--- config.mk ---
export PLATFORM = sky130hd
export DESIGN_NAME = float_to_fixed_arbiter
export DESIGN_NICKNAME = d
export VERILOG_FILES = /design/src/rtl/float_to_fixed_arbiter.sv
export SDC_FILE = /design/constraint.sdc
export NUM_CORES = 1
export LEC_CHECK = 0
export ABC_AREA = 0
export CORE_MARGIN = 3
export CORE_UTILIZATION = 51
export CTS_CLUSTER_DIAMETER = 100
export DETAILED_ROUTE_END_ITERATION = 12
export PLACE_DENSITY = 0.87
export SETUP_SLACK_MARGIN = 0.5
export SLEW_MARGIN = 10
export SYNTH_ARGS = -nofsm -noshare
export SYNTH_HDL_FRONTEND = slang
export SYNTH_SLANG_ARGS = --single-unit
--- constraint.sdc ---
create_clock -name clk -period 5.2 [get_ports clk]
set_input_delay 1.04 -clock clk [delete_from_list [all_inputs] [get_ports clk]]
set_output_delay 1.04 -clock clk [all_outputs]
set_load 0.01 [all_outputs]
--- src/rtl/float_to_fixed_arbiter.sv ---
// Round-robin share of one float-to-fixed converter with tagged result FIFO.
// Define FLOAT_TO_FIXED_ARB_SPECIAL_FLAG_EN to carry the Inf/NaN flag.
module float_to_fixed_arbiter #(
  parameter int NUM_REQ     = 4,
  parameter int FIXED_WIDTH = 12,
  parameter int CONV_LAT    = 3,
  parameter int FIFO_DEPTH  = 8
) (
  input  logic                       clk,
  input  logic                       rst,
  input  logic [NUM_REQ-1:0]         req_valid,
  input  logic [NUM_REQ*32-1:0]      req_data,
  output logic [NUM_REQ-1:0]         req_ready,
  output logic [31:0]                conv_a,
  input  logic [FIXED_WIDTH-1:0]     conv_q,
  output logic                       res_valid,
  input  logic                       res_ready,
  output logic [$clog2(NUM_REQ)-1:0] res_id,
  output logic [FIXED_WIDTH-1:0]     res_q,
  output logic                       res_flag,
  output logic                       busy
);
  localparam int IDW = $clog2(NUM_REQ);
  localparam int AW  = $clog2(FIFO_DEPTH);
  localparam int CW  = AW + 1;
  localparam int UW  = $clog2(FIFO_DEPTH + CONV_LAT + 1);

  logic [IDW-1:0]         r_rr;
  logic [IDW-1:0]         w_gid;
  logic [2*NUM_REQ-1:0]   w_dbl;
  logic                   w_hit;
  logic                   w_room;
  logic                   w_issue;
  int                     w_j;
  logic [UW-1:0]          w_infl;

  logic [CONV_LAT-1:0]    r_vld;
  logic [IDW-1:0]         r_tid [CONV_LAT];

  logic [IDW-1:0]         r_fid [FIFO_DEPTH];
  logic [FIXED_WIDTH-1:0] r_fq  [FIFO_DEPTH];
  logic [AW-1:0]          r_wp;
  logic [AW-1:0]          r_rp;
  logic [CW-1:0]          r_cnt;
  logic                   w_push;
  logic                   w_pop;

  // Rotate the request vector so the search starts at rr_ptr.
  always_comb begin
    w_hit = 1'b0;
    w_j   = 0;
    w_dbl = {req_valid, req_valid} >> r_rr;
    for (int k = 0; k < NUM_REQ; k++) begin
      if (!w_hit && w_dbl[k]) begin
        w_hit = 1'b1;
        w_j   = int'(r_rr) + k;
      end
    end
    if (w_j >= NUM_REQ) w_j = w_j - NUM_REQ;
    w_gid = IDW'(w_j);
  end

  // Outstanding = FIFO entries plus in-flight tags; pops are not credited.
  always_comb begin
    w_infl = '0;
    for (int i = 0; i < CONV_LAT; i++) begin
      w_infl = w_infl + UW'(r_vld[i]);
    end
  end

  assign w_room  = (w_infl + UW'(r_cnt)) < UW'(FIFO_DEPTH);
  assign w_issue = w_hit && w_room && !rst;

  always_comb begin
    req_ready = '0;
    conv_a    = '0;
    for (int i = 0; i < NUM_REQ; i++) begin
      if (w_issue && (w_gid == IDW'(i))) begin
        req_ready[i] = 1'b1;
        conv_a       = req_data[32*i +: 32];
      end
    end
  end

  always_ff @(posedge clk or posedge rst) begin
    if (rst) begin
      r_rr <= '0;
    end else if (w_issue) begin
      r_rr <= (w_gid == IDW'(NUM_REQ - 1)) ? '0 : w_gid + IDW'(1);
    end
  end

  always_ff @(posedge clk or posedge rst) begin
    if (rst) begin
      r_vld <= '0;
      for (int i = 0; i < CONV_LAT; i++) r_tid[i] <= '0;
    end else begin
      r_vld[0] <= w_issue;
      r_tid[0] <= w_gid;
      for (int i = 1; i < CONV_LAT; i++) begin
        r_vld[i] <= r_vld[i-1];
        r_tid[i] <= r_tid[i-1];
      end
    end
  end

  assign w_push    = r_vld[CONV_LAT-1];
  assign res_valid = (r_cnt != '0);
  assign w_pop     = res_valid && res_ready;

  always_ff @(posedge clk or posedge rst) begin
    if (rst) begin
      r_wp  <= '0;
      r_rp  <= '0;
      r_cnt <= '0;
    end else begin
      if (w_push) r_wp <= r_wp + AW'(1);
      if (w_pop)  r_rp <= r_rp + AW'(1);
      case ({w_push, w_pop})
        2'b10:   r_cnt <= r_cnt + CW'(1);
        2'b01:   r_cnt <= r_cnt - CW'(1);
        default: r_cnt <= r_cnt;
      endcase
    end
  end

  always_ff @(posedge clk) begin
    if (w_push) begin
      r_fid[r_wp] <= r_tid[CONV_LAT-1];
      r_fq[r_wp]  <= conv_q;
    end
  end

  assign res_id = res_valid ? r_fid[r_rp] : '0;
  assign res_q  = res_valid ? r_fq[r_rp]  : '0;
  assign busy   = (|r_vld) || res_valid;

`ifdef FLOAT_TO_FIXED_ARB_SPECIAL_FLAG_EN
  logic                  w_flag;
  logic [CONV_LAT-1:0]   r_tfl;
  logic [FIFO_DEPTH-1:0] r_ffl;

  assign w_flag = &conv_a[30:23];

  always_ff @(posedge clk or posedge rst) begin
    if (rst) begin
      r_tfl <= '0;
    end else begin
      r_tfl[0] <= w_flag;
      for (int i = 1; i < CONV_LAT; i++) r_tfl[i] <= r_tfl[i-1];
    end
  end

  always_ff @(posedge clk) begin
    if (w_push) r_ffl[r_wp] <= r_tfl[CONV_LAT-1];
  end

  assign res_flag = res_valid && r_ffl[r_rp];
`else
  assign res_flag = 1'b0;
`endif

  always_ff @(posedge clk) begin
    if (!rst) begin
      a_no_ovf: assert (!(w_push && (r_cnt == CW'(FIFO_DEPTH))));
    end
  end
endmodule

Word level (Yosys, flattened, before mapping)
Memory sizes are Yosys's and may differ from the RTL's.
Index checks and enable logic that the tools add are counted.
Cells by class
  add/subtract/negate cells: 12
  magnitude comparators: 2
  equal/unequal tests: 5
  shift operators: 1
  muxes and demuxes: 23
  reductions and logical operators: 19
Operators with widths (count)
  $mux W32: 7
  $ge A32 B4 Y1 const B: 1
  $mux W12: 1
  $logic_and A1 B1 Y1: 10
  $mux W1: 10
  $mux W2: 4
  $pmux W4 S2: 1
  $shr A8 B2 Y4: 1
  $add A2 B2 Y3 const B: 2
  $add A3 B1 Y3 const B: 2
  $eq A2 B2 Y1 const B: 3
  $add A3 B4 Y4: 1
  $add A4 B1 Y4 const B: 1
  $eq A2 B1 Y1 const B: 2
  $logic_not A1 Y1: 4
  $lt A4 B4 Y1 const B: 1
  $reduce_bool A4 Y1: 1
  $sub A4 B1 Y4 const B: 1
  $add A2 B1 Y3: 1
  $add A2 B1 Y3 const B: 1
  $reduce_or A3 Y1: 1
  $add A1 B1 Y2: 1
  $add A2 B1 Y2 const B: 1
  $logic_not A2 Y1: 1
  other kinds (3): 3
Word-level totals
  register bits after elaboration: 21
  bits in writable memories: 112
  input bits: 147
  logic and storage cells: 72
  memories: 2
Memories
  r_fq: words 8, width 12, rd ports 1, clocked after Yosys merged registers in 0, write ports 1, line 41  | logic [FIXED_WIDTH-1:0] r_fq [FIFO_DEPTH];
  r_fid: words 8, width 2, rd ports 1, clocked after Yosys merged registers in 0, write ports 1, line 40  | logic [IDW-1:0] r_fid [FIFO_DEPTH];

Longest topological paths before layout
Gate-level depths: netlist of the first run.
  depth in word-level cells: 19
  depth in mapped cells: 12

Least setup slack after synthesis of the first run
No wires, ideal clock.
  kind: input -> output
  from: input port req_valid[1]
  to: output port conv_a[22]
  arrival: 2790 ps
  path slack: 1370 ps
  cell stages on the path: 11
  path buffers: 3
  path through: a21boi_0 o2bb2ai_1 nor2_1 ha_1 clkbuf_1 nor2b_1 clkbuf_1 clkbuf_1 a221o_1 o211ai_1 a21oi_1
RTL lines
  start, declared: line 11  | input logic [NUM_REQ-1:0] req_valid,
  end, declared: line 14  | output logic [31:0] conv_a,

==> reports/qor.txt, run 1 <==
outcome: finished clean
Clock Tree Root: clkbuf_16
nets@finish: 813
Port Buffer Count: 198
CTS Buf Count: 17
DRC viols: 0
maximum vdd drop: 0.000284 V
met3 wire len: 1260 um
Max stage delay on crit path: 0.46 ns
total power: 5.03 mW
via/cell ratio: 5.97
fmax: 218 MHz
clock skew: 0.00596 ns
vias in the first global route: 5,215
Synth Instances: 452
Routed wire per std cell: 23.5 um
sequential area share after synthesis: 60.9%
Netlist Area Pre-Place: 6390 sq um
Worst Path Arrival: 3.54 ns
CP top delay family: buffers and inverters
H-tree levels: 4
Worst Path Required: 4.16 ns
Starting Density: 52.7%
post-route ant nets: 0
CTS tree: built
Die Height: 118 um
Post-CTS Hold Buffers: 0
total global routing overflow: 0
Num Clock Sinks: 133
pins over their slew limit: 0
DR vias: 4,982
met1 wire length: 7510 um
asr flop ratio synth: 15.8%
Placer Congestion: 0.929
Mapped Nets: 612
global-route wire length before repair: 30,000 um
slew of the pin with the lowest slew margin: 1.02 ns
filler instances: 718
Yosys cell types: 41
Horiz. Die Dim: 118 um
Max Cap Violations: 0
YS warnings: 0
layout cells sized above 1: 14.9%
clock slew at reported path FFs: 0.06 ns
final core occ: 77.2%
RSZ-0062 raised after global routing: no
worst setup path class: in2out
top routing layer in use: met4
prevailing post-synth register cell: edfxtp_1
period utilisation layout: 88.1%
WP buf/inv: 6
critical path peak fanout: 12
Post-synth EDFFs: 112
drt total wl: 19,700 um
Max Root-Sink Buffers: 2
Avg Inst Size Synth: 14.1 sq um
clock period minus worst slack: 4.58 ns
HPWL Detailed: 13,300 um
slew margin rel.: 32.3%
HP Class: reg2reg
post-synthesis register bit count: 133
area of the core: 12,100 sq um
DRT Pass-1 Iters: 5
CP Cell Sequence: clkdlybuf4s50_1 -> buf_4 -> mux2i_1 -> nor2_1 -> nor2_2 -> inv_2 -> ha_2 -> nor2b_4 -> buf_12 -> buf_12 -> a221o_1 -> o211ai_1 -> a21oi_1 -> dlygate4sd2_1
Slowest-stage cell, CP: clkdlybuf4s50_1
synthesis-to-finish area growth: 46.4%
GRT Resource Usage Total: 28.5%
CP dominant cell by count: buf_12
final setup vio count: 0
full die area: 13,900 sq um
initial antenna violation count: 1
WL met2: 10,400 um
CP Launch Type: input pin
Ports: 200
Leak: 3.53 nW
# rows: 40
initial drt markers: 440
clk_lat worst skew: 0.41 ns
crit path capture type: output pin
Power Dens Cells: 538 nW/um^2
largest net degree at the start of global routing: 40
Hold Fails Final Rpt: 0
==> through the flow <==
| step | setup TNS (ns) | cell area (sq um) | std cells | hold slack, ns | setup WS [ns] |
|---|---|---|---|---|---|
| finish | 0 | 9350 | 835 | 0.352 | 0.618 |
| global route | 0 | 9350 | 834 | 0.365 | 0.511 |
| CTS | 0 | 9310 | 833 | 0.354 | 0.403 |
| detailed placement | -9.47 | 8560 | 796 | 0.341 | -0.421 |
| global placement | -6.97 | 8560 | 796 | 0.333 | -0.350 |
| floorplan | 0 | 6390 | 452 | 0.331 | 1.37 |
==> layout by cell type (no fill, tap or decap), types with 2 or more instances in the layout <==
cell             synthesis  routed
mux2i_1                 17      17
xor2_1                   3       3
clkinvlp_4               0       3
xnor2_1                  4       4
clkinv_2                 0       2
inv_1                   17      16
buf_4                    2      16
mux2_2                   2       2
o21ai_0                  2       2
buf_12                   0       3
o211ai_1                32      32
buf_6                    1       3
dlymetal6s2s_1           0       8
nor2_1                  29      26
a221o_1                 32      32
dfrtp_1                 21      20
clkdlybuf4s50_1          0     165
nor2b_4                  0       2
diode_2                  0       2
mux4_2                  28      28
edfxtp_1               112     112
ha_1                    11       8
a21oi_1                 37      37
ha_2                     0       2
nand2b_1                 3       3
bufinv_16                0       6
nor3_2                   0       2
nand2_1                 39      39
fa_1                     2       2
dlygate4sd2_1            0      25
clkbuf_16                0      17
nor2_2                   0       3
==> state kept, by name (all words and copies together), names as in the netlist <==
register / count
r_rp: 3
r_fq: 96
r_tid: 6
r_wp: 3
r_rr: 2
r_cnt: 4
r_vld: 3
r_fid: 16
==> cells in the mapped netlist (2+ instances only) <==
| cell | count | area [sq um] |
|---|---|---|
| buf_2 | 7 | 35.0 |
| edfxtp_1 | 112 | 3360 |
| buf_4 | 2 | 15.0 |
| clkbuf_1 | 30 | 113 |
| nor3_1 | 2 | 10.0 |
| a21oi_1 | 37 | 185 |
| nand2_1 | 39 | 146 |
| dfrtp_1 | 21 | 526 |
| nand2b_1 | 3 | 18.8 |
| nor2_1 | 29 | 109 |
| mux4_2 | 28 | 631 |
| mux2_2 | 2 | 22.5 |
| xor2_1 | 3 | 26.3 |
| inv_1 | 17 | 63.8 |
| o21ai_0 | 2 | 10.0 |
| mux2i_1 | 17 | 170 |
| fa_1 | 2 | 40.0 |
| a221o_1 | 32 | 320 |
| o211ai_1 | 32 | 240 |
| xnor2_1 | 4 | 35.0 |
| ha_1 | 11 | 138 |
==> layout make-up <==
class                   instances  area, sq um  share of cell area [%]
repair buffers                221         2200                    23.5
flip-flops and latches        133         3890                    41.6
well taps                     168          210                    2.25
clock buffers                  18          429                    4.59
diodes                          2         5.00                  0.0535
clock inverters                13          230                    2.46
inverters                      18         67.6                   0.723
multi-input cells             262         2320                    24.8
==> worst paths after layout <==
path	startpoint	to	slack [ns]	cells after the start
min reg2reg	r_tid[2]$_DFF_PP0_	r_tid[0]$_DFF_PP0_	0.35	0
min in group asynchronous	rst	r_tid[2]$_DFF_PP0_	1.01	3
max in group asynchronous	rst	r_rp[0]$_DFFE_PP0P_	3.96	3
max reg2reg	r_cnt[0]$_DFFE_PP0P_	r_cnt[3]$_DFFE_PP0P_	2.16	9
max	req_valid[0]	conv_a[17]	0.62	14
min	r_tid[2]$_DFF_PP0_	r_tid[0]$_DFF_PP0_	0.35	0
==> where the power goes <==
| group | internal, mW | total [mW] | switching [mW] |
|---|---|---|---|
| Sequential | 1.35 | 1.59 | 0.240 |
| Combinational | 1.12 | 2.10 | 0.985 |
| Clock | 0.896 | 1.33 | 0.435 |
==> logic make-up (layout without fill, tap and decap cells) <==
logic type      after synthesis  in the layout  share of synthesized area, %
flops                       133            133                          60.9
xor+xnor                      7              7                         0.960
buf+inv                      58            270                          3.78
compound gates              113            113                          13.1
mux                          47             47                          12.9
other cells                   1              3                        0.0587
simple gates                 80             81                          5.54
fa+ha+maj                    13             13                          2.78
==> what timing repair did <==
item	CTS	global route
endpoints found under the setup margin	32	32
buffers inserted	5	0
cloned	1	0
gates resized for setup	33	14
pin swaps	1	2
==> layer usage <==
layer	GRT usage, %	vias to the layer above
met1	35.5	2467
met3	5.38	40
li1	-	2177
met4	10.5	0
met5	0	-
met2	49.7	298
(Power assumes the default switching activity.)
==> run 2: changes to the inputs <==
PLACE_DENSITY = not set   (was 0.87)
PLACE_DENSITY_LB_ADDON = 0.1   (was not set)
==> reports/qor.txt, run 2 (synthesis results as in run 1) <==
Die Height: 118 um
Post-CTS Hold Buffers: 0
final setup vio count: 0
Horiz. Die Dim: 118 um
Reg with most FFs: r_fq
# rows: 40
Worst Path Arrival: 3.48 ns
RSZ-0062 raised after global routing: no
top flop regs: r_fq x96, r_fid x16, r_tid x6
H-tree levels: 4
most frequent cells in the layout: clkdlybuf4s50_1 (164), edfxtp_1 (112), nand2_1 (39), a21oi_1 (36)
WP buf/inv: 6
DRT Pass-1 Iters: 4
Num Clock Sinks: 133
Placer Congestion: 1.01
pins over their slew limit: 0
Port Buffer Count: 198
Worst Path Required: 4.16 ns
hold depth: 0
total power: 4.85 mW
met1 wire length: 6870 um
HP Class: reg2reg
CP Cell Sequence: clkdlybuf4s50_1 -> buf_4 -> mux2i_1 -> nor2_1 -> nor2_2 -> inv_1 -> ha_2 -> nor2b_4 -> buf_4 -> buf_4 -> a221o_1 -> o211ai_1 -> a21oi_1 -> dlygate4sd2_1
CP top delay family: buffers and inverters
Max Root-Sink Buffers: 2
r2r setup slk: 2.71 ns
setup TNS: 0 ns
most common cell after layout, fill and taps aside: clkdlybuf4s50_1
Hold Fails Final Rpt: 0
top routing layer in use: met4
via/cell ratio: 5.81
clk_lat worst skew: 0.41 ns
layout cells sized above 1: 15.8%
met3 wire len: 1430 um
clock skew: 0.00635 ns
slew of the pin with the lowest slew margin: 1.02 ns
Slowest-stage cell, CP: clkdlybuf4s50_1
slew margin rel.: 32.2%
initial antenna violation count: 0
Leak: 3.46 nW
initial drt markers: 331
WP depth: 14
CTS tree: built
Antenna diodes: 0
max reg flops: 96
FF-to-FF End: r_cnt[3]$_DFFE_PP0P_
filler instances: 796
worst setup path class: in2out
DRC viols: 0
full die area: 13,900 sq um
CTS Buf Count: 17
Ports: 200
Starting Density: 52.7%
Routed wire per std cell: 21.5 um
crit path capture type: output pin
vias in the first global route: 5,195
outcome: finished clean
nets@finish: 817
Power Dens Cells: 523 nW/um^2
GRT Resource Usage Total: 26.0%
R2R cell count: 9
R2R Path Start: r_cnt[1]$_DFFE_PP0P_
CP dominant cell by count: buf_4
clock period minus worst slack: 4.52 ns
Placed Area: 8570 sq um
DR vias: 4,871
Clock Tree Root: clkbuf_16
CP Launch Type: input pin
fmax: 221 MHz
clock slew at reported path FFs: 0.05 ns
global-route wire length before repair: 27,800 um
maximum vdd drop: 0.000257 V
Design Area, Final: 9280 sq um
largest net degree at the start of global routing: 40
drt total wl: 18,000 um
post-route ant nets: 0
Max Cap Violations: 0
HPWL Detailed: 12,200 um
critical path peak fanout: 5
period utilisation layout: 87.0%
area of the core: 12,100 sq um
WL met2: 9370 um
total global routing overflow: 0
synthesis-to-finish area growth: 45.4%
Max stage delay on crit path: 0.42 ns
Hold Crit Start: r_tid[5]$_DFF_PP0_
Hold EP: r_tid[3]$_DFF_PP0_
run 2: cell types whose count changed in the layout (fill, tap and decap cells not counted), sizes merged:
cell / previous run / this run
dlygate4sd2: 25 / 31
dlymetal6s2s: 8 / 3
bufinv: 6 / 2
clkinv: 4 / 8
buf: 23 / 26
diode: 2 / 0
inv: 18 / 20
bufbuf: 0 / 1
clkdlybuf4s50: 165 / 164
clkinvlp: 3 / 2
run 2: area by class of cell:
type / count / area (sq um) / area share (%)
Clock buffer: 18 / 429 / 4.62
Clock inverter: 14 / 151 / 1.63
Inverter: 18 / 67.6 / 0.728
Multi-Input combinational cell: 262 / 2320 / 25.0
Sequential cell: 133 / 3890 / 41.9
Tap cell: 168 / 210 / 2.26
Timing Repair Buffer: 225 / 2210 / 23.8
run 2: worst max path at each step:
stage / start / endpoint
final: req_valid[2] / conv_a[11]
after CTS: req_valid[1] / conv_a[27]
after floorplan: req_valid[1] / conv_a[22]
after global placement: req_valid[0] / conv_a[27]
after global routing: req_valid[2] / conv_a[11]
after detailed placement: req_valid[1] / conv_a[27]
run 2: worst reg2reg max path: stages, from the launching register on:
cell	delay, ns
dfrtp_1	0.45
nor4_4	0.38
inv_1	0.09
and2_1	0.23
ha_1	0.26
ha_1	0.29
a21o_1	0.17
a21oi_1	0.16
mux2i_1	0.25
xnor2_1	0.13
run 2: metal layers:
metal | GRT usage [%] | vias to the layer above
met2 | 44.6 | 251
met3 | 7.64 | 32
met5 | 0 | -
met1 | 32.0 | 2402
li1 | - | 2186
met4 | 7.77 | 0
run 2: through the flow:
stage	setup WS, ns	std cells	hold slack (ns)	utilization, %
CTS	0.420	838	0.348	76.6
global route	0.567	838	0.352	76.6
global placement	-0.345	795	0.332	70.8
finish	0.675	838	0.345	76.6
detailed placement	-0.450	795	0.336	70.8
floorplan	1.37	452	0.331	-
run 2: timing repair:
action | in CTS | in global routing
setup buffers | 9 | 0
cloned | 2 | 0
gates resized for setup | 43 | 3
endpoints found under the setup margin | 32 | 10
run 2: power breakdown:
group / leakage, nW / switching, mW / internal (mW)
sequential: 1.27 / 0.237 / 1.35
clock: 0.281 / 0.449 / 0.709
combinational: 1.91 / 0.970 / 1.13
total: 3.46 / 1.66 / 3.20
